==> config.mk <==
export PLATFORM = sky130hd
export DESIGN_NAME = alpha_blend_rmw
export DESIGN_NICKNAME = d
export VERILOG_FILES = /design/src/rtl/alpha_blend_rmw.sv
export SDC_FILE = /design/constraint.sdc
export NUM_CORES = 1
export LEC_CHECK = 0
export ABC_AREA = 1
export CAP_MARGIN = 20
export CORE_MARGIN = 2
export CORE_UTILIZATION = 35
export CTS_CLUSTER_DIAMETER = 120
export CTS_CLUSTER_SIZE = 40
export DETAILED_ROUTE_END_ITERATION = 16
export SETUP_SLACK_MARGIN = 0.1
export SLEW_MARGIN = 10
export SYNTH_ARGS = -nofsm -noshare
export SYNTH_HDL_FRONTEND = slang
export SYNTH_SLANG_ARGS = --single-unit
==> constraint.sdc <==
create_clock -name clk -period 8.08 [get_ports clk]
set_clock_uncertainty 0.15 [all_clocks]
set_input_delay 0.808 -clock clk [delete_from_list [all_inputs] [get_ports clk]]
set_output_delay 0.808 -clock clk [all_outputs]
set_load 0.01 [all_outputs]
==> src/rtl/alpha_blend_rmw.sv <==
`default_nettype none
// ============================================================================
// Module   : alpha_blend_rmw
// Brief    : Single-outstanding read-modify-write alpha blender for the frame
//            buffer path, with frame-completion tracking.
// Revision : 1.0
// ============================================================================
module alpha_blend_rmw #(
  parameter int CH_W    = 8,
  parameter int NUM_CH  = 3,
  parameter int ADDR_W  = 19,
  parameter int ALPHA_W = 8
) (
  input  logic                     clk,
  input  logic                     rst,
  input  logic                     pixel_valid,
  output logic                     pixel_ready,
  input  logic [ADDR_W-1:0]        pixel_number,
  input  logic [NUM_CH*CH_W-1:0]   src_data,
  input  logic [ALPHA_W-1:0]       alpha,
  input  logic [1:0]               mode,
  output logic                     read,
  output logic [ADDR_W-1:0]        rd_addr,
  input  logic                     rd_valid,
  input  logic [NUM_CH*CH_W-1:0]   read_data,
  output logic                     write,
  output logic [ADDR_W-1:0]        wr_addr,
  output logic [NUM_CH*CH_W-1:0]   write_data,
  input  logic                     wr_ack,
  input  logic                     frame_ready,
  output logic                     o_frame_ready
);

  localparam int c_DATA_W = NUM_CH * CH_W;
  localparam int c_IW     = CH_W + ALPHA_W + 1;
  localparam logic [ALPHA_W:0] c_ALPHA_ONE = {1'b1, {ALPHA_W{1'b0}}};
  localparam logic [1:0] c_MODE_BLEND   = 2'd1;
  localparam logic [1:0] c_MODE_ADD     = 2'd2;
  localparam logic [1:0] c_MODE_DISCARD = 2'd3;

  typedef enum logic [1:0] {
    S_IDLE  = 2'd0,
    S_READ  = 2'd1,
    S_CALC  = 2'd2,
    S_WRITE = 2'd3
  } state_t;

  state_t r_state, w_next_state;

  logic                 w_pixel_ready, w_read, w_write;
  logic                 w_accept, w_accept_busy, w_done, w_frame_pulse;
  logic [ADDR_W-1:0]    r_addr, r_wr_addr;
  logic [c_DATA_W-1:0]  r_src, r_dst, r_wr_data, w_result;
  logic [ALPHA_W-1:0]   r_alpha;
  logic [1:0]           r_mode;
  logic [ALPHA_W:0]     w_a;
  logic                 r_frame_pending, r_frame_ready;

  always_ff @(posedge clk) begin
    if (rst) r_state <= S_IDLE;
    else     r_state <= w_next_state;
  end

  always_comb begin
    w_next_state  = r_state;
    w_pixel_ready = 1'b0;
    w_read        = 1'b0;
    w_write       = 1'b0;
    case (r_state)
      S_IDLE: begin
        w_pixel_ready = 1'b1;
        if (pixel_valid) begin
          case (mode)
            c_MODE_BLEND, c_MODE_ADD: w_next_state = S_READ;
            c_MODE_DISCARD:           w_next_state = S_IDLE;
            default:                  w_next_state = S_CALC;
          endcase
        end
      end
      S_READ: begin
        w_read = 1'b1;
        if (rd_valid) w_next_state = S_CALC;
      end
      S_CALC: w_next_state = S_WRITE;
      S_WRITE: begin
        w_write = 1'b1;
        if (wr_ack) w_next_state = S_IDLE;
      end
      default: w_next_state = S_IDLE;
    endcase
  end

  assign w_accept      = pixel_valid && w_pixel_ready;
  assign w_accept_busy = w_accept && (mode != c_MODE_DISCARD);
  assign w_done        = (r_state == S_WRITE) && wr_ack;

  always_ff @(posedge clk) begin
    if (rst) begin
      r_addr    <= '0;
      r_src     <= '0;
      r_alpha   <= '0;
      r_mode    <= '0;
      r_dst     <= '0;
      r_wr_addr <= '0;
      r_wr_data <= '0;
    end else begin
      if (w_accept) begin
        r_addr  <= pixel_number;
        r_src   <= src_data;
        r_alpha <= alpha;
        r_mode  <= mode;
      end
      if ((r_state == S_READ) && rd_valid) r_dst <= read_data;
      if (r_state == S_CALC) begin
        r_wr_addr <= r_addr;
        r_wr_data <= w_result;
      end
    end
  end

  // Alpha of all-ones is promoted to exactly 2^ALPHA_W so the blend endpoints are exact.
  assign w_a = {1'b0, r_alpha} + {{ALPHA_W{1'b0}}, r_alpha[ALPHA_W-1]};

  for (genvar g = 0; g < NUM_CH; g++) begin : g_ch
    logic [CH_W-1:0] w_s, w_d;
    logic [c_IW-1:0] w_blend_full, w_scaled_full;
    logic [CH_W:0]   w_sum;
    logic            w_unused_ch;

    assign w_s           = r_src[g*CH_W +: CH_W];
    assign w_d           = r_dst[g*CH_W +: CH_W];
    assign w_blend_full  = c_IW'(w_s) * c_IW'(w_a) + c_IW'(w_d) * c_IW'(c_ALPHA_ONE - w_a);
    assign w_scaled_full = c_IW'(w_s) * c_IW'(w_a);
    assign w_sum         = {1'b0, w_d} + {1'b0, w_scaled_full[ALPHA_W +: CH_W]};
    assign w_unused_ch   = ^{w_blend_full[ALPHA_W-1:0], w_blend_full[c_IW-1],
                             w_scaled_full[ALPHA_W-1:0], w_scaled_full[c_IW-1]};

    always_comb begin
      case (r_mode)
        c_MODE_BLEND: w_result[g*CH_W +: CH_W] = w_blend_full[ALPHA_W +: CH_W];
        c_MODE_ADD:   w_result[g*CH_W +: CH_W] = w_sum[CH_W] ? {CH_W{1'b1}} : w_sum[CH_W-1:0];
        default:      w_result[g*CH_W +: CH_W] = w_s;
      endcase
    end
  end

  // A frame marker arriving with a busy accept belongs to that pixel, so it waits for its write.
  assign w_frame_pulse = (frame_ready && (r_state == S_IDLE) && !w_accept_busy) ||
                         ((r_frame_pending || frame_ready) && w_done);

  always_ff @(posedge clk) begin
    if (rst) begin
      r_frame_pending <= 1'b0;
      r_frame_ready   <= 1'b0;
    end else begin
      r_frame_ready <= w_frame_pulse;
      if (w_frame_pulse)    r_frame_pending <= 1'b0;
      else if (frame_ready) r_frame_pending <= 1'b1;
    end
  end

  assign pixel_ready   = w_pixel_ready;
  assign read          = w_read;
  assign rd_addr       = r_addr;
  assign write         = w_write;
  assign wr_addr       = r_wr_addr;
  assign write_data    = r_wr_data;
  assign o_frame_ready = r_frame_ready;

endmodule
`default_nettype wire

==> results.yml <==
global_route:
  top_usage_layer: "met2"
  grt_pass1_vias: 19000
  grt-ovfl-total: 0
  gr-usage-met3: 0.0345
  track_usage: 0.211
  antenna_found_initial: 1
  grt_max_degree: 84
  met2_usage: 0.342
  grt_pass1_wl_mm: 103
  use_met1: 0.289
detailed_routing:
  wl_per_cell_um: 16.3
  drt_first_pass_iters: 5
  remaining_drc_errors: 0
  vias_per_cell: 4.80
  drt-initial-drc-count: 1089
  vias: 18800
  ant_nets: 0
  finalWirelength_mm: 63.9
sta:
  fin_tns_setup_ps: -864
  finalCritPeriodShare: 1.04
  whs_ps: 309
  slew_violations: 0
  tightestPinTransition_ps: 938
  finalHoldViolCount: 0
  rsz0062_at_grt: "yes"
  max_slew_margin: 0.371
  period_minus_slack_ps: 8400
  fmax_ghz: 0.119
  setup_violations: 5
  fin_ws_ps: -315
synthesis:
  syn_avg_cell_area_um2: 7.56
  synth-warning-count: 0
  synth_nets: 3468
  syn_area_mm2: 0.0214
  synthesis.instances: 2827
  synth_cell_types: 47
  ys_ff_latch: 124
  seq_area_frac_synth: 0.116
clock_tree:
  cts_made_buffers: 17
  cts-root-buf: "clkbuf_16"
  h-tree-depth: 4
  cts_buffer_depth: 2
  numClockSinks: 124
  holdBufCountCts: 0
  path_clk_slew_ps: 60
  tritoncts: "done"
  clock_latency_ps: 490
placement:
  place_ws_ps: -469
  place.gp.congestion: 0.896
  hpwl_mm: 51.1
  io_buffers: 148
  post-place-cells: 3865
worst_setup_path:
  critPathLaunchType: "register"
  cpMostUsedCell: "fa_1"
  crit_type: "register to register"
  slowest_delay_ps: 560
  crit_required_ps: 8270
  slowest_stage: "fa_1"
  cp-end-kind: "register"
  worstPathArrival_ps: 8580
  critPathMaxFanout: 5
layout:
  area_growth_pct: 24.9
  fin_nets: 3771
  finalNonFillerCells: 3925
  diodes: 0
  layout-drive-gt1-share: 0.144
  final_core_util: 0.442
worst_hold_path:
  hold_path.class: "register to register"
floorplanning:
  rows: 90
  fp.dieW_um: 251
  chipHeight_um: 251
  dieArea_mm2: 0.0631
  start_util: 0.354
  coreArea_mm2: 0.0604
  io_pins: 149
pwr:
  ir_drop_v: 0.000188
  p_per_area_mw_per_mm2: 292
  cellLeakagePower_nw: 13.0
run_status:
  status: "finished, violations left"
  violations: "negative setup slack"
flow_run:
  drv_cap: 0
-- power by group --
part / internal (mW) / switching, mW
sequential: 0.745 / 0.195
clock: 0.459 / 0.367
combinational: 2.44 / 3.59
-- layout make-up --
| type | count | area (µm²) |
|---|---|---|
| Clock buffer | 18 | 429 |
| Clock inverter | 14 | 158 |
| Fill cell | 6127 | 33700 |
| Inverter | 627 | 2380 |
| Multi-Input combinational cell | 1983 | 17000 |
| Sequential cell | 124 | 2490 |
| Tap cell | 782 | 978 |
| Timing Repair Buffer | 377 | 3230 |
-- synth_stat cells (all sizes together) --
cell type / number / area (µm²)
xor2: 47 / 412
xnor2: 18 / 158
nor3: 9 / 45.0
nand3: 74 / 403
a21o: 8 / 60.1
o21bai: 10 / 75.1
a21boi: 7 / 52.6
or2: 11 / 68.8
buf: 16 / 82.6
a31o: 1 / 8.76
o221ai: 2 / 17.5
o311ai: 1 / 8.76
o21ai: 64 / 324
fa: 337 / 6750
a221oi: 1 / 8.76
inv: 618 / 2320
o211ai: 10 / 75.1
o2111ai: 2 / 17.5
clkinv: 9 / 35.0
o21a: 1 / 7.51
a21oi: 167 / 851
nand4: 6 / 37.5
nand3b: 7 / 52.6
nand2: 605 / 2320
ha: 221 / 2770
clkbuf: 77 / 289
o31ai: 1 / 7.51
a211oi: 53 / 398
a31oi: 3 / 18.8
dfxtp: 124 / 2480
nor4: 2 / 12.5
nor2: 315 / 1220
-- critical path, delay by kind of cell, from the launching register on --
| kind | cells | cell delay (ps) |
|---|---|---|
| simple gates | 14 | 1540 |
| xor+xnor | 1 | 170 |
| compound gates | 5 | 560 |
| buf+inv | 9 | 710 |
| fa+ha+maj | 12 | 4750 |
| flops | 1 | 360 |
-- stage by stage --
| stage | cell area [µm²] | power, mW |
|---|---|---|
| 2_1_floorplan | 21500 | 4.24 |
| 3_3_place_gp | 25100 | 6.32 |
| 3_5_place_dp | 25100 | 6.37 |
| 4_1_cts | 26200 | 7.51 |
| 5_1_grt | 26700 | 8.59 |
| 6_report | 26700 | 7.80 |
-- path summary, 6_finish.rpt --
kind / start / end / slack [ps] / cells after the start
setup / recovery: r_alpha[0] / write_data[14] / -320 / 41
hold / removal: wr_addr[10] / wr_addr[10] / 310 / 2
hold reg to reg: wr_addr[10] / wr_addr[10] / 310 / 2
setup reg to reg: r_alpha[0] / write_data[14] / -320 / 41
-- per-layer routing --
layer,vias up,share of wire
met5,-,0.00020
met4,2,0.023
met3,65,0.051
met2,445,0.47
met1,9165,0.46
li1,9167,-
-- placed cells by master (no fill, tap or decap), types with 8 or more instances in the layout --
cell type | netlist | routed
nand3_1 | 69 | 65
nand2_4 | 2 | 9
dfxtp_1 | 124 | 121
nor2_1 | 309 | 287
ha_1 | 221 | 198
o21bai_1 | 10 | 10
clkdlybuf4s50_1 | 0 | 147
nor2_2 | 2 | 17
a211oi_1 | 53 | 53
inv_1 | 615 | 607
inv_2 | 3 | 10
a21o_1 | 8 | 8
xor2_1 | 47 | 41
or2_2 | 9 | 8
fa_1 | 337 | 335
xnor2_1 | 18 | 15
a21oi_1 | 165 | 144
a21oi_2 | 1 | 16
nand2_2 | 15 | 31
clkbuf_16 | 0 | 17
buf_4 | 0 | 226
ha_4 | 0 | 23
nor2_4 | 4 | 11
o211ai_1 | 10 | 10
o21ai_2 | 1 | 16
o21ai_0 | 62 | 42
nand2_1 | 588 | 565
-- state kept, by name, indices dropped and copies added, names as in the netlist --
register,count
r_dst,24
r_frame_pending,1
rd_addr,19
r_src,24
wr_addr,19
r_state,2
r_mode,2
o_frame_ready,1
r_alpha,8
write_data,24
-- cells by family (layout without fill, tap and decap cells) --
group           after synthesis  in the layout  synth area share
simple gates               1029           1029             0.195
buf+inv                     720           1036             0.128
fa+ha+maj                   558            558             0.445
compound gates              331            331            0.0903
flops                       124            124             0.116
xor+xnor                     65             65            0.0266
-- what timing repair did --
item	in CTS	in global routing
gates resized for setup	90	91
pin swaps	52	67
setup buffers	17	12
endpoints found under the setup margin	15	18
No activity file was read; power rests on OpenSTA's default activity.
